==> config.mk <==
export PLATFORM = sky130hd
export DESIGN_NAME = uart_rx_core
export DESIGN_NICKNAME = d
export VERILOG_FILES = /design/src/rtl/uart_pkg.sv /design/src/rtl/uart_baud_tick.sv /design/src/rtl/uart_rx_core.sv
export SDC_FILE = /design/constraint.sdc
export NUM_CORES = 1
export LEC_CHECK = 0
export BUFFER_PORTS_ARGS = -buffer_cell sky130_fd_sc_hd__buf_4
export CAP_MARGIN = 20
export CORE_AREA = 4 4 127 129
export CTS_BUF_LIST = sky130_fd_sc_hd__clkbuf_8
export DETAILED_ROUTE_END_ITERATION = 12
export DIE_AREA = 0 0 131 133
export GPL_ROUTABILITY_DRIVEN = 0
export PLACE_DENSITY_LB_ADDON = 0.12
export SETUP_SLACK_MARGIN = 0.05
export SYNTH_ARGS = -nofsm -noshare
export SYNTH_HDL_FRONTEND = slang
export SYNTH_HIERARCHICAL = 1
export SYNTH_SLANG_ARGS = --single-unit
==> constraint.sdc <==
create_clock -name clk -period 3.2 [get_ports clk]
set_input_delay 0.64 -clock clk [delete_from_list [all_inputs] [get_ports clk]]
set_output_delay 0.64 -clock clk [all_outputs]
set_load 0.01 [all_outputs]
==> src/rtl/uart_pkg.sv <==
// Shared types and constants for the UART receiver: FSM states, parity modes,
// oversampling ratio and character length.
package uart_pkg;

    localparam int OVERSAMPLE = 16;
    localparam int DATA_BITS  = 8;

    typedef enum logic [2:0] {
        IDLE,
        START,
        DATA,
        PARITY,
        STOP
    } rx_state_t;

    typedef enum logic [1:0] {
        PARITY_NONE = 2'b00,
        PARITY_EVEN = 2'b01,
        PARITY_ODD  = 2'b10,
        PARITY_RSVD = 2'b11
    } parity_mode_t;

endpackage

==> src/rtl/uart_baud_tick.sv <==
// Oversample tick generator: one-clk tick every baud_div+1 clocks. The divisor is
// captured at each reload so a changed baud_div never truncates a running period.
module uart_baud_tick #(
    parameter int DIV_W = 16
) (
    input  logic             clk,
    input  logic             rst,
    input  logic [DIV_W-1:0] baud_div,
    output logic             tick
);

    logic [DIV_W-1:0] cnt;
    logic [DIV_W-1:0] div_q;

    always_ff @(posedge clk) begin
        if (rst) begin
            cnt   <= '0;
            div_q <= baud_div;
            tick  <= 1'b0;
        end else if (cnt == div_q) begin
            cnt   <= '0;
            div_q <= baud_div;
            tick  <= 1'b1;
        end else begin
            cnt   <= cnt + 1'b1;
            tick  <= 1'b0;
        end
    end

endmodule

==> src/rtl/uart_rx_core.sv <==
// 16x-oversampling UART receiver with an inline show-ahead receive FIFO.
// Define UART_RX_PARITY_EN to build the parity state and parity_err logic.
module uart_rx_core
    import uart_pkg::*;
#(
    parameter int FIFO_DEPTH = 16,
    parameter int DIV_W      = 16
) (
    input  logic                        clk,
    input  logic                        rst,
    input  logic                        rx,
    input  logic                        rx_en,
    input  logic [DIV_W-1:0]            baud_div,
    input  logic [1:0]                  parity_mode,
    input  logic                        rd_en,
    output logic [7:0]                  rd_data,
    output logic                        empty,
    output logic                        full,
    output logic [$clog2(FIFO_DEPTH):0] count,
    output logic                        frame_err,
    output logic                        parity_err,
    output logic                        overrun,
    output logic                        tick
);

    localparam int AW = $clog2(FIFO_DEPTH);
    localparam int CW = AW + 1;

    rx_state_t state, state_n;
    logic [3:0] tcnt, tcnt_n;
    logic [2:0] bit_cnt, bit_n;
    logic [7:0] shreg, sh_n;
    logic bad, bad_n;
    logic push_q, push_n;
    logic ferr_q, ferr_n;
    logic rx_meta, rx_s;
    logic goto_parity;

    uart_baud_tick #(.DIV_W(DIV_W)) u_tick (
        .clk      (clk),
        .rst      (rst),
        .baud_div (baud_div),
        .tick     (tick)
    );

    always_ff @(posedge clk) begin
        if (rst) begin
            rx_meta <= 1'b1;
            rx_s    <= 1'b1;
        end else begin
            rx_meta <= rx;
            rx_s    <= rx_meta;
        end
    end

`ifdef UART_RX_PARITY_EN
    parity_mode_t pmode;
    logic parity_exp;
    logic perr_q, perr_n;
    assign pmode       = parity_mode_t'(parity_mode);
    assign goto_parity = (pmode == PARITY_EVEN) || (pmode == PARITY_ODD);
    assign parity_exp  = (pmode == PARITY_ODD) ? ~^shreg : ^shreg;
    assign parity_err  = perr_q;
`else
    logic unused_parity;
    assign unused_parity = ^parity_mode;
    assign goto_parity   = 1'b0;
    assign parity_err    = 1'b0;
`endif

    always_comb begin
        state_n = state;
        tcnt_n  = tcnt;
        bit_n   = bit_cnt;
        sh_n    = shreg;
        bad_n   = bad;
        push_n  = 1'b0;
        ferr_n  = 1'b0;
`ifdef UART_RX_PARITY_EN
        perr_n  = 1'b0;
`endif
        case (state)
            IDLE: begin
                if (rx_en && !rx_s) begin
                    state_n = START;
                    tcnt_n  = '0;
                    bit_n   = '0;
                    bad_n   = 1'b0;
                end
            end
            // Half a bit into the start bit: still low means a real frame.
            START: begin
                if (tick) begin
                    if (tcnt == 4'(OVERSAMPLE / 2 - 1)) begin
                        tcnt_n  = '0;
                        state_n = rx_s ? IDLE : DATA;
                    end else begin
                        tcnt_n = tcnt + 4'd1;
                    end
                end
            end
            DATA: begin
                if (tick) begin
                    if (tcnt == 4'(OVERSAMPLE - 1)) begin
                        tcnt_n = '0;
                        sh_n   = {rx_s, shreg[7:1]};
                        bit_n  = bit_cnt + 3'd1;
                        if (bit_cnt == 3'(DATA_BITS - 1))
                            state_n = goto_parity ? PARITY : STOP;
                    end else begin
                        tcnt_n = tcnt + 4'd1;
                    end
                end
            end
`ifdef UART_RX_PARITY_EN
            PARITY: begin
                if (tick) begin
                    if (tcnt == 4'(OVERSAMPLE - 1)) begin
                        tcnt_n  = '0;
                        state_n = STOP;
                        if (rx_s != parity_exp) begin
                            perr_n = 1'b1;
                            bad_n  = 1'b1;
                        end
                    end else begin
                        tcnt_n = tcnt + 4'd1;
                    end
                end
            end
`endif
            STOP: begin
                if (tick) begin
                    if (tcnt == 4'(OVERSAMPLE - 1)) begin
                        tcnt_n  = '0;
                        state_n = IDLE;
                        if (!rx_s)
                            ferr_n = 1'b1;
                        else if (!bad)
                            push_n = 1'b1;
                    end else begin
                        tcnt_n = tcnt + 4'd1;
                    end
                end
            end
            default: state_n = IDLE;
        endcase
    end

    always_ff @(posedge clk) begin
        if (rst) begin
            state   <= IDLE;
            tcnt    <= '0;
            bit_cnt <= '0;
            shreg   <= '0;
            bad     <= 1'b0;
            push_q  <= 1'b0;
            ferr_q  <= 1'b0;
`ifdef UART_RX_PARITY_EN
            perr_q  <= 1'b0;
`endif
        end else begin
            state   <= state_n;
            tcnt    <= tcnt_n;
            bit_cnt <= bit_n;
            shreg   <= sh_n;
            bad     <= bad_n;
            push_q  <= push_n;
            ferr_q  <= ferr_n;
`ifdef UART_RX_PARITY_EN
            perr_q  <= perr_n;
`endif
        end
    end

    assign frame_err = ferr_q;

    logic [7:0]    mem [FIFO_DEPTH];
    logic [AW-1:0] wr_ptr, rd_ptr;
    logic          do_push, do_pop;

    // A pop frees the slot in the same cycle, so a full FIFO still accepts a push.
    assign do_pop  = rd_en && !empty;
    assign do_push = push_q && (!full || do_pop);
    assign overrun = push_q && full && !rd_en;
    assign empty   = (count == '0);
    assign full    = (count == CW'(FIFO_DEPTH));
    assign rd_data = empty ? 8'h00 : mem[rd_ptr];

    always_ff @(posedge clk) begin
        if (rst) begin
            wr_ptr <= '0;
            rd_ptr <= '0;
            count  <= '0;
        end else begin
            if (do_push)
                wr_ptr <= wr_ptr + 1'b1;
            if (do_pop)
                rd_ptr <= rd_ptr + 1'b1;
            count <= count + CW'(do_push) - CW'(do_pop);
        end
    end

    always_ff @(posedge clk) begin
        if (do_push)
            mem[wr_ptr] <= shreg;
    end

endmodule

==> impl_metrics.env, run 1 <==
export IMPL_syn_area_per_cell_sq_um=15.1
export IMPL_fin_skew_ns=0.0137
export IMPL_yosys_top_cells_count="edfxtp_1, nor2_1, dfxtp_1"
export IMPL_ir_worst_vdd_mv=0.245
export IMPL_place_hpwl_mm=9.57
export IMPL_ios=42
export IMPL_yosysSeqAreaShare=0.667
export IMPL_maxSlewViolCount=0
export IMPL_clockRootBuffer="clkbuf_8"
export IMPL_viasPerCell=5.58
export IMPL_drive_gt1_frac=0.208
export IMPL_p_comb_frac=0.210
export IMPL_ys_flop_type="edfxtp_1"
export IMPL_finalHoldViolCount=0
export IMPL_antenna_found_initial=0
export IMPL_power_switching_mw=1.52
export IMPL_ys_types=50
export IMPL_netSwitchingFraction=0.272
export IMPL_grt_pass1_wl_mm=23.4
export IMPL_yosys_area_top_type="edfxtp_1"
export IMPL_post_cts_setup_buffer_count=0
export IMPL_crit_slowest_cell="or4b_1"
export IMPL_critPathBufInv=2
export IMPL_post_drt_wl_per_cell_um=18.7
export IMPL_ant_nets=0
export IMPL_worstPathRequired_ns=2.56
export IMPL_cts_hold_buf=0
export IMPL_startpoint="count[3]"
export IMPL_port_buffers=38
export IMPL_internal_power_mw=4.07
export IMPL_yosys_top_cells_area="edfxtp_1, dfxtp_1, mux4_2"
export IMPL_syn_nets=578
export IMPL_worst_path_dominant_cell_family="simple AND/OR/NAND/NOR gates"
export IMPL_dr_first_iter_drc_count=256
export IMPL_start_util=0.543
export IMPL_fin_hold_ws_ns=0.355
export IMPL_fin_crit_sh=0.929
export IMPL_fillCellCount=1154
export IMPL_syn_area_sq_um=8160
export IMPL_power_leakage_nw=3.12
export IMPL_grt_max_degree=38
export IMPL_min_path_type="in2reg"
export IMPL_synthCells=540
export IMPL_yosysWarnings=6
export IMPL_worstSkewPairLatency_ns=0.46
export IMPL_cts_sinks=200
export IMPL_cap_violations=0
export IMPL_power_density_nw_per_um2=621
export IMPL_die_height_um=133
export IMPL_path_class="reg2out"
export IMPL_synth_edff_count=144
export IMPL_maxSlewHeadroom=0.452
export IMPL_tritoncts="built"
export IMPL_max_freq_mhz=336
export IMPL_cp_cell_sequence="inv_1 > ha_1 > or4b_1 > nand2b_1 > o22ai_1 > buf_4"
export IMPL_pwr_share_seq=0.513
export IMPL_die_w_um=131
export IMPL_async_flop_share=0
export IMPL_gr_total_overflow=0
export IMPL_synth_top_area_share=0.530
export IMPL_rsz0062_at_grt="false"
export IMPL_r2r_start="count[3]"
export IMPL_drc=0
export IMPL_min_delay_start="baud_div[14]"
export IMPL_clockBufferDepth=2
export IMPL_cp_end_kind="output port"
export IMPL_grt_pass1_vias=4429
export IMPL_setup_tns_ns=0
export IMPL_first_pass_iters=4
export IMPL_final_nets=621
export IMPL_grt_usage=0.178
export IMPL_diodes=0
export IMPL_setup_viol=0
export IMPL_multiInputGateArea_sq_um=2490
export IMPL_vias=4378
export IMPL_p_clk_frac=0.277
export IMPL_fin_crit_ns=2.97
export IMPL_status="finished clean"
export IMPL_finish_utilization=0.600
export IMPL_core_sq_um=15000
export IMPL_seqCellArea_sq_um=5450
export IMPL_cp_arrival_ns=2.33
export IMPL_wirelength_mm=14.6
export IMPL_yosysMostFrequentCell="edfxtp_1"
export IMPL_path_clk_slew_ns=0.10
export IMPL_slowest_delay_ns=0.55
export IMPL_worstPathMaxFanout=8
export IMPL_cp_start_kind="register"
export IMPL_die_area_sq_um=17400
export IMPL_cts_resized=0
export IMPL_cts_buffers=17
export IMPL_synth_seq_cells=200
export IMPL_tightest_slew_ns=0.820
export IMPL_htree_levels=4
export IMPL_rows=45
export IMPL_syn_to_final_growth_pct=10.4
[per-layer routing]
metal | vias to the layer above | part of all wire | global-route usage
li1 | 2098 | - | -
met1 | 2203 | 0.45 | 0.244
met2 | 63 | 0.51 | 0.287
met3 | 14 | 0.026 | 0.0363
met4 | 0 | 0.014 | 0.0566
met5 | - | 0 | 0
[cell usage in the layout (no fill, tap or decap), drive strengths merged, types with 14 or more instances in the layout]
master  instances
mux4           32
buf            52
xnor2          15
a21oi          14
inv            20
clkbuf         18
mux2i          25
ha             14
nor2           63
edfxtp        144
nand2          27
dfxtp          56
xor2           26
[power by group through the flow]
stage / Combinational (mW) / Sequential [mW] / Clock [mW]
3_5_place_dp: 1.20 / 2.93 / 0
4_1_cts: 1.20 / 2.87 / 1.60
6_report: 1.18 / 2.87 / 1.55
5_1_grt: 1.30 / 2.88 / 1.70
3_3_place_gp: 1.18 / 2.93 / 0
2_1_floorplan: 0.812 / 2.93 / 0
[cells by family after synthesis]
family | synth area share
muxes | 0.119
DFF | 0.667
xor gates and xnor gates | 0.0440
buffers and inverters | 0.0277
and+or+nand+nor | 0.0880
other | 0.000459
AOI/OAI and AO/OA | 0.0297
adders and majority gates | 0.0239
[registers in the layout (all words and copies together), names as in the netlist, named ones only]
signal        cells
mem             128
u_tick/cnt       16
u_tick/div_q     16
shreg             8
count             5
rd_ptr            4
tcnt              4
wr_ptr            4
bit_cnt           3
state             3
frame_err         1
push_q            1
rx_meta           1
rx_s              1
u_tick/tick       1
[per-stage QoR]
step	area (sq um)	std cells	setup slack [ns]	power [mW]
after detailed placement	8630	752	0.377	4.13
after CTS	9010	784	0.185	5.68
final	9010	784	0.228	5.60
after floorplan	8160	540	0.597	3.74
after global routing	9010	784	0.0705	5.89
after global placement	8630	752	0.449	4.10
[area by class of cell]
type | count | share of cell area
Inverter | 14 | 0.00583
Sequential cell | 200 | 0.604
Clock inverter | 14 | 0.0154
Clock buffer | 18 | 0.0275
Tap cell | 188 | 0.0261
Timing Repair Buffer | 52 | 0.0447
Multi-Input combinational cell | 298 | 0.276
[path summary, 6_finish.rpt]
| check | end | slack, ns | depth (start not counted) |
|---|---|---|---|
| max | rd_data[2] | 0.23 | 6 |
| min | u_tick/div_q[14] | 0.36 | 1 |
| max reg2reg | count[4] | 0.35 | 14 |
| min reg2reg | rx_s | 0.42 | 1 |
[worst register-to-register path: stages, from the launching register on]
cell and delay [ns]:
dfxtp_1 0.34, inv_1 0.09, ha_1 0.16, or4b_1 0.55, and2_1 0.27, nand2b_1 0.14, nand2_1 0.07, ha_1 0.20
inv_1 0.07, fa_1 0.20, inv_1 0.05, a21oi_1 0.12, nor2_1 0.06, or3_1 0.34, a21oi_1 0.14
Power figures use the tool's default switching activity.
==> run 2, diff against run 1 <==
--- a/config.mk
+++ b/config.mk
@@ -11,2 +11,3 @@
 export CTS_BUF_LIST = sky130_fd_sc_hd__clkbuf_8
+export CTS_CLUSTER_SIZE = 20
 export DETAILED_ROUTE_END_ITERATION = 12
@@ -16,2 +17,3 @@
 export SETUP_SLACK_MARGIN = 0.05
+export SKIP_LAST_GASP = 1
 export SYNTH_ARGS = -nofsm -noshare
==> constraint.sdc (replaced) <==
create_clock -name clk -period 3.2 [get_ports clk]
set_input_delay 0.16 -clock clk [delete_from_list [all_inputs] [get_ports clk]]
set_output_delay 0.16 -clock clk [all_outputs]
set_load 0.01 [all_outputs]
==> impl_metrics.env, run 2 (synthesis gave the netlist of run 1 again) <==
export IMPL_drc=0
export IMPL_vias=4385
export IMPL_die_area_sq_um=17400
export IMPL_path_clk_slew_ns=0.09
export IMPL_r2r_start="count[3]"
export IMPL_grt_pass1_vias=4463
export IMPL_fin_skew_ns=0.0128
export IMPL_grtUsageMet1=0.243
export IMPL_min_path_type="in2reg"
export IMPL_diodes=0
export IMPL_viasPerCell=5.45
export IMPL_grt_pass1_wl_mm=23.8
export IMPL_antenna_found_initial=0
export IMPL_status="finished clean"
export IMPL_power_density_nw_per_um2=627
export IMPL_regMostFlops="mem"
export IMPL_clockRootBuffer="clkbuf_8"
export IMPL_cap_violations=0
export IMPL_power_leakage_nw=3.24
export IMPL_htree_levels=4
export IMPL_regToRegSetupSlack_ns=0.36
export IMPL_layout_common_cells="edfxtp_1, nor2_1, buf_4, dfxtp_1, mux4_2"
export IMPL_core_sq_um=15000
export IMPL_grt_max_degree=38
export IMPL_cp_start_kind="register"
export IMPL_cts_resized=0
export IMPL_start_util=0.543
export IMPL_finalHoldViolCount=0
export IMPL_cp_end_kind="register"
export IMPL_tritoncts="built"
export IMPL_grt_busiest_layer="met2"
export IMPL_gr_total_overflow=0
export IMPL_worstSkewPairLatency_ns=0.46
export IMPL_rows=45
export IMPL_tightest_slew_ns=0.977
export IMPL_ios=42
export IMPL_fin_crit_sh=0.888
export IMPL_final_common_cell="edfxtp_1"
export IMPL_place_hpwl_mm=9.53
export IMPL_r2r_cells=14
export IMPL_setup_tns_ns=0
export IMPL_largest_reg_flops=128
export IMPL_final_nets=642
export IMPL_worstPathMaxFanout=5
export IMPL_port_buffers=38
export IMPL_cts_sinks=200
export IMPL_ir_worst_vdd_mv=0.308
export IMPL_cp_endpoint="count[4]"
export IMPL_dr_first_iter_drc_count=322
export IMPL_ant_nets=0
export IMPL_maxSlewHeadroom=0.348
export IMPL_first_pass_iters=4
export IMPL_grtUsageMet3=0.0375
export IMPL_post_cts_setup_buffer_count=0
export IMPL_clockBufferDepth=2
export IMPL_syn_to_final_growth_pct=13.5
export IMPL_maxSlewViolCount=0
export IMPL_worstPathRequired_ns=3.58
export IMPL_setup_viol=0
export IMPL_drive_gt1_frac=0.206
export IMPL_cts_buffers=17
export IMPL_fin_crit_ns=2.84
export IMPL_grtUsageMet2=0.302
export IMPL_rr_endpoint="count[4]"
export IMPL_rsz0062_at_grt="false"
export IMPL_path_class="reg2reg"
export IMPL_startpoint="count[3]"
export IMPL_post_drt_wl_per_cell_um=18.6
export IMPL_wirelength_mm=15.0
export IMPL_p_total_mw=5.81
export IMPL_die_height_um=133
export IMPL_die_w_um=131
export IMPL_top_regs="mem: 128 flops, u_tick/cnt: 16 flops, u_tick/div_q: 16 flops"
export IMPL_cp_arrival_ns=3.22
export IMPL_max_freq_mhz=352
export IMPL_grt_usage=0.182
-- run 2: changes by cell type in the layout (fill, tap and decap cells not counted), sizes merged --
cell,previous run,this run
dlygate4sd3,0,17
clkbuf,18,20
buf,52,56
bufinv,1,4
inv,20,15
-- run 2: where the power goes --
group          internal (mW)  switching, mW
combinational          0.611          0.580
sequential              2.81         0.0571
clock                  0.913          0.837
total                   4.34           1.48
-- run 2: worst max-delay path, stage by stage (launching register included) --
cell	delay, ns
dfxtp_1	0.34
inv_1	0.09
ha_1	0.16
or4b_1	0.54
and2_1	0.27
nand2b_1	0.13
nand2_1	0.07
ha_1	0.20
inv_1	0.07
fa_1	0.19
inv_1	0.05
a21oi_1	0.11
nor2_1	0.06
or3_1	0.34
a21oi_1	0.15
-- run 2: stage by stage --
step                setup WS (ns)  cells   util  area, sq um  hold slack [ns]
global route                0.198    805  0.616         9270           0.0661
detailed placement          0.408    756  0.575         8640            0.339
CTS                         0.375    805  0.616         9270           0.0251
floorplan                   0.597    540      -         8160            0.232
finish                      0.358    805  0.616         9270           0.0542
global placement            0.503    756  0.575         8640            0.338
-- run 2: layout make-up --
class,count,area (sq um)
clock buffer,20,275
timing repair buffer,73,591
fill,1112,5770
tap,188,235
inverter,14,52.6
sequential,200,5450
clock inverter,12,175
multi-input combinational,298,2490
-- run 2: how the worst min path moves through the flow --
stage,start,end,slack (ns),cells after the start
3_3_place_gp,baud_div[15],u_tick/div_q[15],0.34,1
5_1_grt,rd_en,rd_ptr[1],0.07,4
2_1_floorplan,rst,u_tick/tick,0.23,1
3_5_place_dp,baud_div[15],u_tick/div_q[15],0.34,1
6_report,rd_en,rd_ptr[1],0.05,4
4_1_cts,rd_en,rd_ptr[1],0.03,4
-- run 2: layer usage --
metal	part of all wire	vias to the layer above	wire, um
li1	-	2133	-
met1	0.43	2148	6430
met2	0.51	93	7710
met3	0.047	11	706
met4	0.010	0	150
met5	0	-	0
-- run 2: what timing repair did --
item                                    in CTS  in global routing
endpoints found under the setup margin       0                  0
hold endpoints to repair                    17                  0
hold buffers                                17                  0
